### config.mk
export PLATFORM = sky130hd
export DESIGN_NAME = mul_ctrl
export DESIGN_NICKNAME = d
export VERILOG_FILES = /design/src/rtl/mul_ctrl_pkg.sv /design/src/rtl/mul_sign_fix.sv /design/src/rtl/mul_ctrl.sv
export SDC_FILE = /design/constraint.sdc
export NUM_CORES = 1
export LEC_CHECK = 0
export ABC_CLOCK_PERIOD_IN_PS = 2700
export CELL_PAD_IN_SITES_DETAIL_PLACEMENT = 0
export CELL_PAD_IN_SITES_GLOBAL_PLACEMENT = 2
export CORE_MARGIN = 2
export CORE_UTILIZATION = 25
export DETAILED_ROUTE_END_ITERATION = 10
export PLACE_DENSITY_LB_ADDON = 0.1
export SYNTH_ARGS = -nofsm -noshare
export SYNTH_HDL_FRONTEND = slang
export SYNTH_SLANG_ARGS = --single-unit
### constraint.sdc
create_clock -name clk_i -period 2.7 [get_ports clk_i]
set_clock_uncertainty 0.1 [all_clocks]
set_input_delay 0.54 -clock clk_i [delete_from_list [all_inputs] [get_ports clk_i]]
set_output_delay 0.54 -clock clk_i [all_outputs]
set_load 0.02 [all_outputs]
### src/rtl/mul_ctrl_pkg.sv
// Shared widths, funct codes and FSM state encoding for the mul_ctrl M-extension sequencer.
// Also provides the `GPR_WIDTH / `On / `Off defines used by the other mul_ctrl files.
`ifndef MUL_CTRL_DEFINES
`define MUL_CTRL_DEFINES
`define GPR_WIDTH 32
`define On  1'b1
`define Off 1'b0
`endif

package mul_ctrl_pkg;

    localparam logic [1:0] MUL_FN_MUL    = 2'b00;
    localparam logic [1:0] MUL_FN_MULH   = 2'b01;
    localparam logic [1:0] MUL_FN_MULHSU = 2'b10;
    localparam logic [1:0] MUL_FN_MULHU  = 2'b11;

    typedef enum logic [2:0] {
        ST_IDLE  = 3'd0,
        ST_START = 3'd1,
        ST_BUSY  = 3'd2,
        ST_FIX   = 3'd3,
        ST_RESP  = 3'd4
    } state_e;

    // rs1 is treated as signed for MULH and MULHSU.
    function automatic logic fn_s1(input logic [1:0] fn);
        return (fn == MUL_FN_MULH) || (fn == MUL_FN_MULHSU);
    endfunction

    function automatic logic fn_s2(input logic [1:0] fn);
        return (fn == MUL_FN_MULH);
    endfunction

    // Signedness class; MUL and MULHU share class 00 because MUL's low half is sign-agnostic.
    function automatic logic [1:0] fn_class(input logic [1:0] fn);
        return {fn_s1(fn), fn_s2(fn)};
    endfunction

endpackage

### src/rtl/mul_sign_fix.sv
// Conditional two's-complement negate: used both to form operand magnitudes and to
// restore the sign of the unsigned product.
module mul_sign_fix #(
    parameter int W = 32
) (
    input  logic [W-1:0] val_i,
    input  logic         neg_i,
    output logic [W-1:0] val_o
);

    assign val_o = neg_i ? (~val_i + W'(1)) : val_i;

endmodule

### src/rtl/mul_ctrl.sv
// mul_ctrl: sequencing controller for the multi-cycle unsigned 32x32 multiplier (MUL/MULH/MULHSU/MULHU).
// Define MUL_FUSE_EN to reuse the last sign-corrected product for a matching request.
module mul_ctrl
    import mul_ctrl_pkg::*;
#(
    parameter int XLEN     = `GPR_WIDTH,
    parameter int MAX_WAIT = 8
) (
    input  logic              clk_i,
    input  logic              rst_i,
    input  logic              req_valid_i,
    output logic              req_ready_o,
    input  logic [1:0]        funct_i,
    input  logic [XLEN-1:0]   rs1_i,
    input  logic [XLEN-1:0]   rs2_i,
    input  logic [4:0]        rd_i,
    input  logic              flush_i,
    output logic              resp_valid_o,
    input  logic              resp_ready_i,
    output logic [XLEN-1:0]   resp_data_o,
    output logic [4:0]        resp_rd_o,
    output logic              resp_err_o,
    output logic              mul_ce_o,
    output logic [XLEN-1:0]   mul_rs1_o,
    output logic [XLEN-1:0]   mul_rs2_o,
    input  logic [2*XLEN-1:0] mul_result_i,
    input  logic              mul_ready_i
);

    localparam int PW   = 2 * XLEN;
    localparam int WD_W = $clog2(MAX_WAIT + 1);

    state_e          state_q, state_d;
    logic [1:0]      funct_q, funct_d;
    logic [4:0]      rd_q, rd_d;
    logic            neg_q, neg_d;
    logic [XLEN-1:0] mag1_q, mag1_d, mag2_q, mag2_d;
    logic [PW-1:0]   prod_q, prod_d;
    logic [XLEN-1:0] data_q, data_d;
    logic            err_q, err_d;
    logic [WD_W-1:0] wd_q, wd_d, wd_inc;

    logic [XLEN-1:0] mag1_c, mag2_c;
    logic [PW-1:0]   prod_fix;
    logic            neg_in, zero_in, accept, wd_timeout;

    function automatic logic [XLEN-1:0] pick_half(input logic [PW-1:0] p, input logic [1:0] fn);
        return (fn == MUL_FN_MUL) ? p[XLEN-1:0] : p[PW-1:XLEN];
    endfunction

    mul_sign_fix #(.W(XLEN)) u_fix_rs1 (
        .val_i (rs1_i),
        .neg_i (fn_s1(funct_i) & rs1_i[XLEN-1]),
        .val_o (mag1_c)
    );

    mul_sign_fix #(.W(XLEN)) u_fix_rs2 (
        .val_i (rs2_i),
        .neg_i (fn_s2(funct_i) & rs2_i[XLEN-1]),
        .val_o (mag2_c)
    );

    mul_sign_fix #(.W(PW)) u_fix_prod (
        .val_i (prod_q),
        .neg_i (neg_q),
        .val_o (prod_fix)
    );

    assign neg_in     = (fn_s1(funct_i) & rs1_i[XLEN-1]) ^ (fn_s2(funct_i) & rs2_i[XLEN-1]);
    assign zero_in    = (rs1_i == '0) || (rs2_i == '0);
    assign accept     = (state_q == ST_IDLE) && req_valid_i && !flush_i;
    assign wd_inc     = wd_q + WD_W'(1);
    assign wd_timeout = (state_q == ST_BUSY) && !mul_ready_i && (wd_inc == WD_W'(MAX_WAIT));

`ifdef MUL_FUSE_EN
    logic            fuse_vld_q, fuse_vld_d;
    logic [XLEN-1:0] fuse_rs1_q, fuse_rs1_d, fuse_rs2_q, fuse_rs2_d;
    logic [1:0]      fuse_cls_q, fuse_cls_d;
    logic [PW-1:0]   fuse_prod_q, fuse_prod_d;
    logic [XLEN-1:0] op_rs1_q, op_rs1_d, op_rs2_q, op_rs2_d;
    logic            fuse_hit;

    assign fuse_hit = fuse_vld_q && (rs1_i == fuse_rs1_q) && (rs2_i == fuse_rs2_q)
                   && (fn_class(funct_i) == fuse_cls_q);

    always_comb begin
        fuse_vld_d  = fuse_vld_q;
        fuse_rs1_d  = fuse_rs1_q;
        fuse_rs2_d  = fuse_rs2_q;
        fuse_cls_d  = fuse_cls_q;
        fuse_prod_d = fuse_prod_q;
        op_rs1_d    = op_rs1_q;
        op_rs2_d    = op_rs2_q;
        if (accept) begin
            op_rs1_d = rs1_i;
            op_rs2_d = rs2_i;
        end
        if (state_q == ST_FIX) begin
            fuse_vld_d  = `On;
            fuse_rs1_d  = op_rs1_q;
            fuse_rs2_d  = op_rs2_q;
            fuse_cls_d  = fn_class(funct_q);
            fuse_prod_d = prod_fix;
        end
        // A flush anywhere (including one that kills the FIX write) or a timeout drops the entry.
        if (flush_i || wd_timeout) begin
            fuse_vld_d = `Off;
        end
    end

    always_ff @(posedge clk_i) begin
        if (rst_i) begin
            fuse_vld_q <= `Off;
        end else begin
            fuse_vld_q <= fuse_vld_d;
        end
        fuse_rs1_q  <= fuse_rs1_d;
        fuse_rs2_q  <= fuse_rs2_d;
        fuse_cls_q  <= fuse_cls_d;
        fuse_prod_q <= fuse_prod_d;
        op_rs1_q    <= op_rs1_d;
        op_rs2_q    <= op_rs2_d;
    end
`endif

    always_comb begin
        state_d = state_q;
        funct_d = funct_q;
        rd_d    = rd_q;
        neg_d   = neg_q;
        mag1_d  = mag1_q;
        mag2_d  = mag2_q;
        prod_d  = prod_q;
        data_d  = data_q;
        err_d   = err_q;
        wd_d    = wd_q;
        case (state_q)
            ST_IDLE: begin
                wd_d = '0;
                if (accept) begin
                    funct_d = funct_i;
                    rd_d    = rd_i;
                    neg_d   = neg_in;
                    err_d   = `Off;
                    // The multiplier reads a zero operand as "not loaded", so zeros bypass it.
                    if (zero_in) begin
                        data_d  = '0;
                        state_d = ST_RESP;
                    end
`ifdef MUL_FUSE_EN
                    else if (fuse_hit) begin
                        data_d  = pick_half(fuse_prod_q, funct_i);
                        state_d = ST_RESP;
                    end
`endif
                    else begin
                        mag1_d  = mag1_c;
                        mag2_d  = mag2_c;
                        state_d = ST_START;
                    end
                end
            end
            ST_START: begin
                state_d = flush_i ? ST_IDLE : ST_BUSY;
            end
            ST_BUSY: begin
                wd_d = wd_inc;
                if (flush_i) begin
                    state_d = ST_IDLE;
                end else if (mul_ready_i) begin
                    prod_d  = mul_result_i;
                    state_d = ST_FIX;
                end else if (wd_timeout) begin
                    err_d   = `On;
                    data_d  = '0;
                    state_d = ST_RESP;
                end
            end
            ST_FIX: begin
                if (flush_i) begin
                    state_d = ST_IDLE;
                end else begin
                    data_d  = pick_half(prod_fix, funct_q);
                    state_d = ST_RESP;
                end
            end
            ST_RESP: begin
                if (flush_i || resp_ready_i) begin
                    err_d   = `Off;
                    state_d = ST_IDLE;
                end
            end
            default: state_d = ST_IDLE;
        endcase
    end

    always_ff @(posedge clk_i) begin
        if (rst_i) begin
            state_q <= ST_IDLE;
            funct_q <= MUL_FN_MUL;
            rd_q    <= '0;
            neg_q   <= `Off;
            mag1_q  <= '0;
            mag2_q  <= '0;
            prod_q  <= '0;
            data_q  <= '0;
            err_q   <= `Off;
            wd_q    <= '0;
        end else begin
            state_q <= state_d;
            funct_q <= funct_d;
            rd_q    <= rd_d;
            neg_q   <= neg_d;
            mag1_q  <= mag1_d;
            mag2_q  <= mag2_d;
            prod_q  <= prod_d;
            data_q  <= data_d;
            err_q   <= err_d;
            wd_q    <= wd_d;
        end
    end

    assign req_ready_o  = (state_q == ST_IDLE) && !flush_i;
    assign resp_valid_o = (state_q == ST_RESP);
    assign resp_data_o  = data_q;
    assign resp_rd_o    = rd_q;
    assign resp_err_o   = err_q;
    // Enable drops in FIX/RESP/IDLE, so there is always a low cycle between operations.
    assign mul_ce_o     = (state_q == ST_START) || (state_q == ST_BUSY);
    assign mul_rs1_o    = mag1_q;
    assign mul_rs2_o    = mag2_q;

endmodule

==> results by group, run 1 <==
Synth
  – Post-synth top area cell: dfxtp_1
  – Netlist cell types: 69
  – Ys flop type: dfxtp_1
  – Asr flop ratio synth: 0%
  – Synth top area cells: dfxtp_1, nand2_1, a21oi_1, nor2_1, xnor2_1
  – Flops & latches, synth: 176
  – Synth Area in Adders: 0.774%
  – Main combinational cell family by area after synthesis: simple AND/OR/NAND/NOR gates
  – Synth Area in Compound Gates: 23.1%
  – Syn avg cell area: 7.87 um^2
  – Synth Warn #: 0
  – Syn Nets: 1380
  – Post-synth EDFFs: 0
  – Synth Area in XOR/XNOR: 8.85%
  – Mapped Area: 9700 um^2
  – Share of the synthesized area in the top cell type: 36.3%
  – Sequential share of the synthesized area: 36.3%
  – Mapped Cells: 1233
  – Multiplexer share of the synthesized area: 1.15%
  – Simple logic cell fraction of the synthesized area: 25.4%

STA
  – Unrepaired setup endpoints after global routing: yes
  – Hold Vio Cnt, Final: 0
  – Final WS setup: 0.191 ps
  – Maximum clock frequency: 370 MHz
  – Slew Viols, Final: 0
  – Max_slew headroom: 48.3%
  – Fin crit period: 2700 ps
  – Worst-Margin Slew: 776 ps
  – Period utilization: 100%
  – # setup viols final: 0

CTS
  – TritonCTS clock tree: done
  – Total CTS buffers: 17
  – Max Root-Sink Buffers: 2
  – Hold Buf Count CTS: 0
  – Worst-skew pair later-pin latency: 440 ps
  – Root buf cell: clkbuf_16
  – H-tree depth: 4
  – Clk sinks: 176
  – CTS clk-pin slew, worst paths: 70 ps

Setup path
  – RR Startpoint: prod_q[16]
  – CP Launch Point: rs2_i[7]
  – WS Path Type: in2reg
  – WP buf/inv: 2
  – CP max FO: 7
  – Top Family by Delay on Critical Path: simple AND/OR/NAND/NOR gates
  – CP cell instances: buf_6, or4_4, or4b_4, nor4_4, buf_4, o211ai_4, and2_4, a221o_1
  – Critical path data arrival time: 2940 ps
  – CP startpoint kind: input port
  – Crit path capture type: flop
  – CP max-delay cell: or4b_4
  – WP data required: 2940 ps
  – CP peak stage delay: 550 ps

GRT
  – Number of global-route vias before repair: 10718
  – Global-route wire length before repair: 62900 um
  – Largest net degree at the start of global routing: 144
  – GRT Total Usage: 20.1%
  – GRT overflow: 0
  – Initial antenna violation count: 8

Placement
  – Detailed Place HPWL: 29800 um
  – Dpl ws: -844 ps
  – Port Buffers: 245
  – Dpl cells: 2118
  – Placer Congestion: 0.824

Drt
  – Antenna-violating nets left: 0
  – 1st-iter DRT viols: 532
  – Met1 wire length: 17700 um
  – Vias: 10585
  – Router iterations before antenna repair: 5
  – Metal2 WL: 19300 um
  – WL per Instance: 18.8 um
  – Top layer in use: met5
  – DRT Wirelength: 40700 um
  – Routed wl met3: 3210 um
  – DR DRC count: 0
  – Vias per cell: 4.88

Power and ir drop
  – Clock power frac: 33.9%
  – Overall power consumption: 7.07 mW
  – Pwr dens: 464 nW/um^2
  – Gate power share: 26.7%
  – Int Pwr: 4.93 mW
  – Reg power frac: 39.4%
  – Switching Power: 2.13 mW
  – Switching Share: 30.2%
  – Pleak: 5.83 nW
  – Worst VDD drop: 0.000433 V

Final layout
  – Nets@finish: 1783
  – Finished Layout Cells: 2168
  – Layout cells sized above 1: 22.1%
  – Fill count: 4033
  – Area Growth Syn to Fin: 57.1%

Worst hold path
  – Class of the worst hold path: in2reg
  – Min-delay src: rs2_i[0]

Status
  – Status: complete, no violations

Run
  – Max Cap Viol: 0

Die
  – Starting Density: 25.2%
  – Chip Height: 201 um
  – Core Area: 38500 um^2
  – IO Pins: 246
  – Total Die Area: 40400 um^2
  – Row Count: 72
  – Die Width: 201 um
## flip-flops by register name, summed over array words and instances (netlist names)
register and count:
funct_q 2, mul_rs1_o 32, mul_rs2_o 32, neg_q 1, prod_q 64, resp_data_o 32
resp_err_o 1, resp_rd_o 5, state_q 3, wd_q 4
## worst min-delay path, stage by stage
cell	delay, ps
clkbuf_2	90
buf_4	130
nand2_1	50
a21oi_1	50
## cell type report
cell class              instances  area [um^2]  area share (%)
clock inverters                 6         60.1           0.394
diodes                          4         10.0          0.0657
repair buffers                470         4320            28.4
multi-input cells             956         6140            40.3
inverters                      15         56.3           0.369
well taps                     518          648            4.25
clock buffers                  23          478            3.14
flip-flops and latches        176         3520            23.1
## repair_timing
item / CTS / global route
buffers inserted: 9 / 4
resized for setup: 95 / 41
pin swaps: 37 / 16
cloned: 6 / 0
setup endpoints to repair: 97 / 92
## per-layer routing
metal  vias to the layer above  global-route usage, %
met5                         -                      0
met4                         8                   4.58
met3                        28                   6.95
met2                       266                   33.6
met1                      4996                   24.8
li1                       5287                      -
## cells in the mapped netlist, types with 4 or more instances
cell and n:
or4_4 4, and3_1 7, buf_2 9, a31oi_1 15, inv_1 15, nand3_1 29
a22o_1 10, a211oi_1 52, nand2b_1 9, nor2_1 132, o21ai_0 30, ha_1 6
nand4_1 14, o31ai_1 21, xnor2_1 55, nand2_1 188, or4_1 17, xor2_1 43
and2_1 5, mux2i_1 10, dfxtp_1 176, nor4_2 4, a211oi_2 10, nor2b_1 5
a221o_1 14, or2_2 4, o41ai_1 17, nand4b_1 6, o211ai_1 5, a21oi_1 112
nor4_1 22, or3_1 18, a32o_1 4, nor3_1 33, clkbuf_1 74
## logic make-up (layout without fill, tap and decap cells)
logic type,after synthesis,count (layout)
AO/OA/AOI/OAI,325,325
buffers and inverters,104,514
adder cells (fa/ha/maj),6,6
AND/OR/NAND/NOR,513,516
other,0,4
multiplexers,11,11
flip-flops,176,176
XOR/XNOR,98,98
## worst paths after layout
kind                          end  slack (ps)  depth (start not counted)
hold reg to reg      mul_rs1_o[0]         360                          2
hold / removal       mul_rs2_o[0]         360                          4
setup / recovery   resp_data_o[0]         0.2                          8
setup reg to reg  resp_data_o[18]         100                          8
## through the flow
step           cell area (um^2)  util [%]  TNS (ps)  hold WS (ps)
6_report                  15200      39.6         0           355
5_1_grt                   15200      39.6     -79.6           339
4_1_cts                   15100      39.4     -2580           337
3_5_place_dp              14200      36.8    -70300           351
3_3_place_gp              14200      36.8    -67080           343
2_1_floorplan              9710         -     -7080           344
## placed cells by master, fill, tap and decap left out, types with 11 or more instances in the layout
master           instances
a221o_1                 14
inv_1                   15
clkdlybuf4s50_1        223
o41ai_1                 15
xor2_1                  43
nand4_1                 14
xnor2_1                 55
nor4_1                  18
or4_1                   13
nand2_1                188
clkbuf_16               17
buf_4                  206
a211oi_1                22
nor3_1                  32
nand3_1                 28
or3_1                   17
a211oi_2                39
nor2_2                  11
a21oi_1                112
dfxtp_1                175
o31ai_1                 19
a31oi_1                 15
nor2_1                 121
o21ai_0                 30
## power by group through the flow
stage | combinational, mW | sequential [mW] | clock (mW)
final | 1.89 | 2.78 | 2.40
after global routing | 2.04 | 2.79 | 2.60
after CTS | 1.90 | 2.78 | 2.50
after detailed placement | 1.77 | 2.83 | 0
after global placement | 1.77 | 2.83 | 0
after floorplan | 0.735 | 2.94 | 0
Power figures use the tool's default switching activity.
==> run 2, diff against run 1 <==
--- a/config.mk
+++ b/config.mk
@@ -12,6 +12,7 @@
 export CORE_UTILIZATION = 25
 export DETAILED_ROUTE_END_ITERATION = 10
 export PLACE_DENSITY_LB_ADDON = 0.1
+export SKIP_LAST_GASP = 1
 export SYNTH_ARGS = -nofsm -noshare
 export SYNTH_HDL_FRONTEND = slang
 export SYNTH_SLANG_ARGS = --single-unit
==> results by group, run 2 (synthesis gave the netlist of run 1 again) <==
STA
  – Period utilization: 99.8% (was 100%)
  – Hold Vio Cnt, Final: 0 (unchanged)
  – Hold Slack: 363 ps (was 355 ps)
  – Maximum clock frequency: 371 MHz (was 370 MHz)
  – Fin crit period: 2690 ps (was 2700 ps)
  – Slew Viols, Final: 0 (unchanged)
  – Max_slew headroom: 48.0% (was 48.3%)
  – # setup viols final: 0 (unchanged)
  – Unrepaired setup endpoints after global routing: yes (unchanged)
  – Worst-Margin Slew: 780 ps (was 776 ps)

CTS
  – TritonCTS clock tree: done (unchanged)
  – H-tree depth: 4 (unchanged)
  – Clk sinks: 176 (unchanged)
  – Hold Buf Count CTS: 0 (unchanged)
  – CTS clk-pin slew, worst paths: 70 ps (about the same)
  – Worst-skew pair later-pin latency: 440 ps (about the same)
  – Total CTS buffers: 17 (unchanged)
  – Max Root-Sink Buffers: 2 (unchanged)
  – Root buf cell: clkbuf_16 (unchanged)

Placement
  – Dpl cells: 2118 (unchanged)
  – Placed cell area: 14200 um^2 (unchanged)
  – Detailed Place HPWL: 29800 um (unchanged)
  – Placer Congestion: 0.824 (unchanged)
  – Port Buffers: 245 (unchanged)

Final layout
  – Fin util: 39.5% (was 39.6%)
  – Commonest non-fill, non-tap cell in the layout: clkdlybuf4s50_1 (unchanged)
  – Most frequent cells in the layout: clkdlybuf4s50_1, buf_4, nand2_1, dfxtp_1, nor2_1 (unchanged)
  – Largest reg by FF count: prod_q (unchanged)
  – Area Growth Syn to Fin: 56.8% (was 57.1%)
  – Final instance area: 15200 um^2 (about the same)
  – Finished Layout Cells: 2167 (was 2168)
  – Layout cells sized above 1: 22.0% (was 22.1%)
  – Nets@finish: 1782 (was 1783)
  – Fill count: 4045 (was 4033)
  – Max reg flops: 64 (unchanged)

GRT
  – Routing usage on met2: 33.3% (was 33.6%)
  – Initial antenna violation count: 8 (unchanged)
  – Grt met1 use: 24.8% (about the same)
  – Largest net degree at the start of global routing: 144 (unchanged)
  – Number of global-route vias before repair: 10665 (was 10718)
  – GR Util met3: 6.95% (unchanged)
  – GRT Total Usage: 20.0% (was 20.1%)
  – GRT overflow: 0 (unchanged)
  – Busiest grt layer: met2 (unchanged)
  – Global-route wire length before repair: 62600 um (was 62900 um)

Power and ir drop
  – Pwr dens: 465 nW/um^2 (was 464 nW/um^2)
  – Pleak: 5.81 nW (was 5.83 nW)
  – Worst VDD drop: 0.000435 V (was 0.000433 V)

Die
  – Total Die Area: 40400 um^2 (unchanged)
  – Row Count: 72 (unchanged)
  – Die Width: 201 um (unchanged)
  – Chip Height: 201 um (unchanged)
  – IO Pins: 246 (unchanged)
  – Starting Density: 25.2% (unchanged)
  – Core Area: 38500 um^2 (unchanged)

Setup path
  – Critical path data arrival time: 2930 ps (was 2940 ps)
  – Crit path capture type: flop (unchanged)
  – CP max FO: 7 (unchanged)
  – CP startpoint kind: input port (unchanged)
  – WP data required: 2940 ps (about the same)
  – Cells on worst reg2reg path: 8 (unchanged)
  – WS Path Type: in2reg (unchanged)

Drt
  – WL per Instance: 18.8 um (about the same)
  – Router iterations before antenna repair: 6 (was 5)
  – Vias: 10545 (was 10585)
  – 1st-iter DRT viols: 555 (was 532)
  – Antenna-violating nets left: 0 (unchanged)
  – DR DRC count: 0 (unchanged)
  – DRT Wirelength: 40700 um (about the same)
  – Vias per cell: 4.87 (was 4.88)

Status
  – Status: complete, no violations (unchanged)

Run
  – Max Cap Viol: 0 (unchanged)

Worst hold path
  – Class of the worst hold path: reg2reg (was in2reg)
  – Hold path depth: 2 (was 4)
## run 2: changes by cell type in the layout (fill, tap and decap cells not counted), sizes merged
cell / previous run / this run
clkbuf: 28 / 26
clkdlybuf4s50: 223 / 226
buf: 232 / 231
dlymetal6s2s: 6 / 4
dlygate4sd2: 1 / 2
## run 2: final timing paths
path	startpoint	slack [ps]	endpoint
min reg2reg	resp_rd_o[4]	360	resp_rd_o[4]
max reg2reg	prod_q[16]	100	resp_data_o[18]
max	rs2_i[7]	6	resp_data_o[0]
min	resp_rd_o[4]	360	resp_rd_o[4]
## run 2: where the power goes
part           internal [mW]  switching (mW)
combinational          0.902           0.982
clock                   1.32            1.08
sequential              2.71          0.0724
## run 2: routing by layer
metal  part of all wire [%]  wire [um]
met1                     44      18000
met5                   0.15         60
met4                    1.1        454
met3                    7.4       3020
met2                     47      19200
## run 2: area by class of cell
type	instances	area, um^2	share of cell area (%)
Clock buffer	23	478	3.14
Multi-Input combinational cell	956	6130	40.3
Timing Repair Buffer	469	4310	28.3
Inverter	15	56.3	0.370
Tap cell	518	648	4.26
Sequential cell	176	3520	23.2
Clock inverter	6	60.1	0.395
Antenna cell	4	10.0	0.0658
## run 2: repair_timing
item,in CTS,in global routing
pin swaps,36,15
buffers inserted,9,4
gates cloned,6,0
setup endpoints to repair,97,96
resized for setup,76,51
## run 2: critical path, cell delays in order
cell and delay, ps:
buf_6 90, or4_4 530, or4b_4 540, nor4_4 280, buf_4 190, o211ai_4 130, and2_4 270, a221o_1 350
## run 2: metrics by stage
step | setup WS [ps] | total power [mW] | TNS, ps
2_1_floorplan | -201 | 3.67 | -7080
3_3_place_gp | -821 | 4.60 | -67080
3_5_place_dp | -844 | 4.60 | -70300
4_1_cts | -89.0 | 7.15 | -3440
5_1_grt | -43.5 | 7.43 | -87.8
6_report | 5.61 | 7.07 | 0
==> run 3, diff against run 2 <==
--- a/config.mk
+++ b/config.mk
@@ -5,11 +5,11 @@
 export SDC_FILE = /design/constraint.sdc
 export NUM_CORES = 1
 export LEC_CHECK = 0
-export ABC_CLOCK_PERIOD_IN_PS = 2700
+export ABC_CLOCK_PERIOD_IN_PS = 3250
 export CELL_PAD_IN_SITES_DETAIL_PLACEMENT = 0
 export CELL_PAD_IN_SITES_GLOBAL_PLACEMENT = 2
 export CORE_MARGIN = 2
-export CORE_UTILIZATION = 25
+export CORE_UTILIZATION = 30
 export DETAILED_ROUTE_END_ITERATION = 10
 export PLACE_DENSITY_LB_ADDON = 0.1
 export SKIP_LAST_GASP = 1
==> constraint.sdc (replaced) <==
create_clock -name clk_i -period 3.25 [get_ports clk_i]
set_clock_uncertainty 0.1 [all_clocks]
set_input_delay 0.65 -clock clk_i [delete_from_list [all_inputs] [get_ports clk_i]]
set_output_delay 0.65 -clock clk_i [all_outputs]
set_load 0.02 [all_outputs]
==> results by group, run 3 (synthesis gave the netlist of run 1 again) <==
Setup path
  – Reg-to-reg slack, setup: 310 ps (was 100 ps)
  – CP startpoint kind: input port (unchanged)
  – WS Path Type: in2reg (unchanged)
  – CP Launch Point: rs2_i[19] (was rs2_i[7])
  – Crit path capture type: flop (unchanged)
  – RR Startpoint: prod_q[16] (unchanged)
  – R2R Path End: resp_data_o[8] (was resp_data_o[18])
  – Cells on worst reg2reg path: 6 (was 8)
  – Critical path data arrival time: 3280 ps (was 2930 ps)
  – WP data required: 3470 ps (was 2940 ps)
  – CP max FO: 30 (was 7)

Power and ir drop
  – Pwr dens: 413 nW/um^2 (was 465 nW/um^2)
  – Reg power frac: 40.4% (was 39.3%)
  – Int Pwr: 4.10 mW (was 4.93 mW)
  – Gate power share: 23.8% (was 26.7%)
  – Pleak: 5.17 nW (was 5.81 nW)
  – Switching Share: 28.9% (was 30.2%)
  – Switching Power: 1.67 mW (was 2.13 mW)
  – Clock power frac: 35.8% (was 34.0%)
  – Worst VDD drop: 0.000396 V (was 0.000435 V)

CTS
  – Total CTS buffers: 17 (unchanged)
  – Clk sinks: 176 (unchanged)
  – Hold Buf Count CTS: 0 (unchanged)
  – Post-CTS setup buffers: 0 (was 9)
  – CTS clk-pin slew, worst paths: 70 ps (about the same)
  – Max Root-Sink Buffers: 2 (unchanged)
  – Post-CTS sizing: 0 (was 76)
  – Root buf cell: clkbuf_16 (unchanged)
  – H-tree depth: 4 (unchanged)
  – TritonCTS clock tree: done (unchanged)
  – Worst-skew pair later-pin latency: 440 ps (about the same)

STA
  – Period utilization: 94.3%
  – # setup viols final: 0 (unchanged)
  – Maximum clock frequency: 326 MHz
  – Setup TNS Final: 0 ps (unchanged)
  – Unrepaired setup endpoints after global routing: no (was yes)
  – Fin crit period: 3060 ps
  – Slew Viols, Final: 0 (unchanged)
  – Max_slew headroom: 36.7% (was 48.0%)
  – Worst-Margin Slew: 949 ps (was 780 ps)
  – Hold Slack: 353 ps (was 363 ps)
  – Hold Vio Cnt, Final: 0 (unchanged)
  – Final WS setup: 186 ps (was 5.61 ps)

Placement
  – Detailed Place HPWL: 26700 um (was 29800 um)
  – Dpl cells: 1926 (was 2118)
  – Dpl ws: -279 ps (was -844 ps)
  – Placer Congestion: 0.864 (was 0.824)
  – Port Buffers: 245 (unchanged)

Final layout
  – Most frequent cells in the layout: clkdlybuf4s50_1, nand2_1, dfxtp_1, nor2_1, buf_4 (was clkdlybuf4s50_1, buf_4, nand2_1, dfxtp_1, nor2_1)
  – Fill count: 3231 (was 4045)
  – Largest reg by FF count: prod_q (unchanged)
  – Area of the multi-input gates: 5770 um^2 (was 6130 um^2)
  – Area Growth Syn to Fin: 44.0% (was 56.8%)
  – Commonest non-fill, non-tap cell in the layout: clkdlybuf4s50_1 (unchanged)
  – Layout cells sized above 1: 12.7% (was 22.0%)
  – Reg area: 3520 um^2 (unchanged)
  – Fin util: 44.0% (was 39.5%)
  – Nets@finish: 1690 (was 1782)
  – Max reg flops: 64 (unchanged)
  – Finished Layout Cells: 1958 (was 2167)

Die
  – Chip Height: 184 um (was 201 um)
  – IO Pins: 246 (unchanged)
  – Die Width: 184 um (was 201 um)
  – Total Die Area: 33800 um^2 (was 40400 um^2)
  – Starting Density: 30.6% (was 25.2%)
  – Core Area: 31700 um^2 (was 38500 um^2)
  – Row Count: 65 (was 72)

GRT
  – Number of global-route vias before repair: 9881 (was 10665)
  – Global-route wire length before repair: 55500 um (was 62600 um)
  – Largest net degree at the start of global routing: 144 (unchanged)
  – GRT Total Usage: 21.1% (was 20.0%)
  – GRT overflow: 0 (unchanged)
  – Initial antenna violation count: 3 (was 8)

Run
  – Max Cap Viol: 0 (unchanged)

Worst hold path
  – Min-delay src: resp_rd_o[3] (was resp_rd_o[4])
  – Hold Path Sink: resp_rd_o[3] (was resp_rd_o[4])
  – Class of the worst hold path: reg2reg (unchanged)
  – Hold path depth: 2 (unchanged)

Drt
  – DRT Wirelength: 35600 um (was 40700 um)
  – Vias per cell: 5.13 (was 4.87)
  – DR DRC count: 0 (unchanged)
  – Vias: 10053 (was 10545)
  – Router iterations before antenna repair: 7 (was 6)
  – WL per Instance: 18.2 um (was 18.8 um)
  – Antenna-violating nets left: 0 (unchanged)
  – 1st-iter DRT viols: 591 (was 555)

Status
  – Status: complete, no violations (unchanged)
## run 3: per-layer routing
layer | global-route usage (%) | wire length (um)
met5 | 0 | 16
met4 | 4.74 | 366
met3 | 7.03 | 2610
met2 | 36.2 | 17100
met1 | 25.7 | 15600
## run 3: worst max-delay path by stage
stage,to,depth (start not counted),slack [ps]
global placement,resp_data_o[7],7,-250
CTS,resp_data_o[22],7,180
global route,resp_data_o[29],9,20
floorplan,resp_data_o[26],8,240
detailed placement,resp_data_o[23],7,-280
finish,resp_data_o[22],7,190
## run 3: final cells by class
class	count	area share [%]
Timing Repair Buffer	380	25.3
Multi-Input combinational cell	953	41.3
Tap cell	402	3.60
Antenna cell	2	0.0358
Clock buffer	25	3.48
Clock inverter	5	0.573
Inverter	15	0.403
Sequential cell	176	25.2
## run 3: per-stage QoR
stage,area [um^2],power (mW)
floorplan,9700,3.05
global placement,13400,3.75
detailed placement,13400,3.75
CTS,14000,5.84
global route,14000,6.04
finish,14000,5.76
## run 3: power by group through the flow
| stage | Combinational (mW) | Sequential (mW) | Clock (mW) |
|---|---|---|---|
| after global placement | 1.38 | 2.37 | 0 |
| after global routing | 1.49 | 2.34 | 2.21 |
| after floorplan | 0.609 | 2.44 | 0 |
| after CTS | 1.38 | 2.33 | 2.13 |
| final | 1.37 | 2.33 | 2.07 |
| after detailed placement | 1.38 | 2.37 | 0 |
## run 3: worst max-delay path: stages
cell and delay [ps]:
clkdlybuf4s50_1 430, or4_4 540, or4b_4 520, nor4_4 310, o211ai_2 120, and2_4 300, a221o_1 400
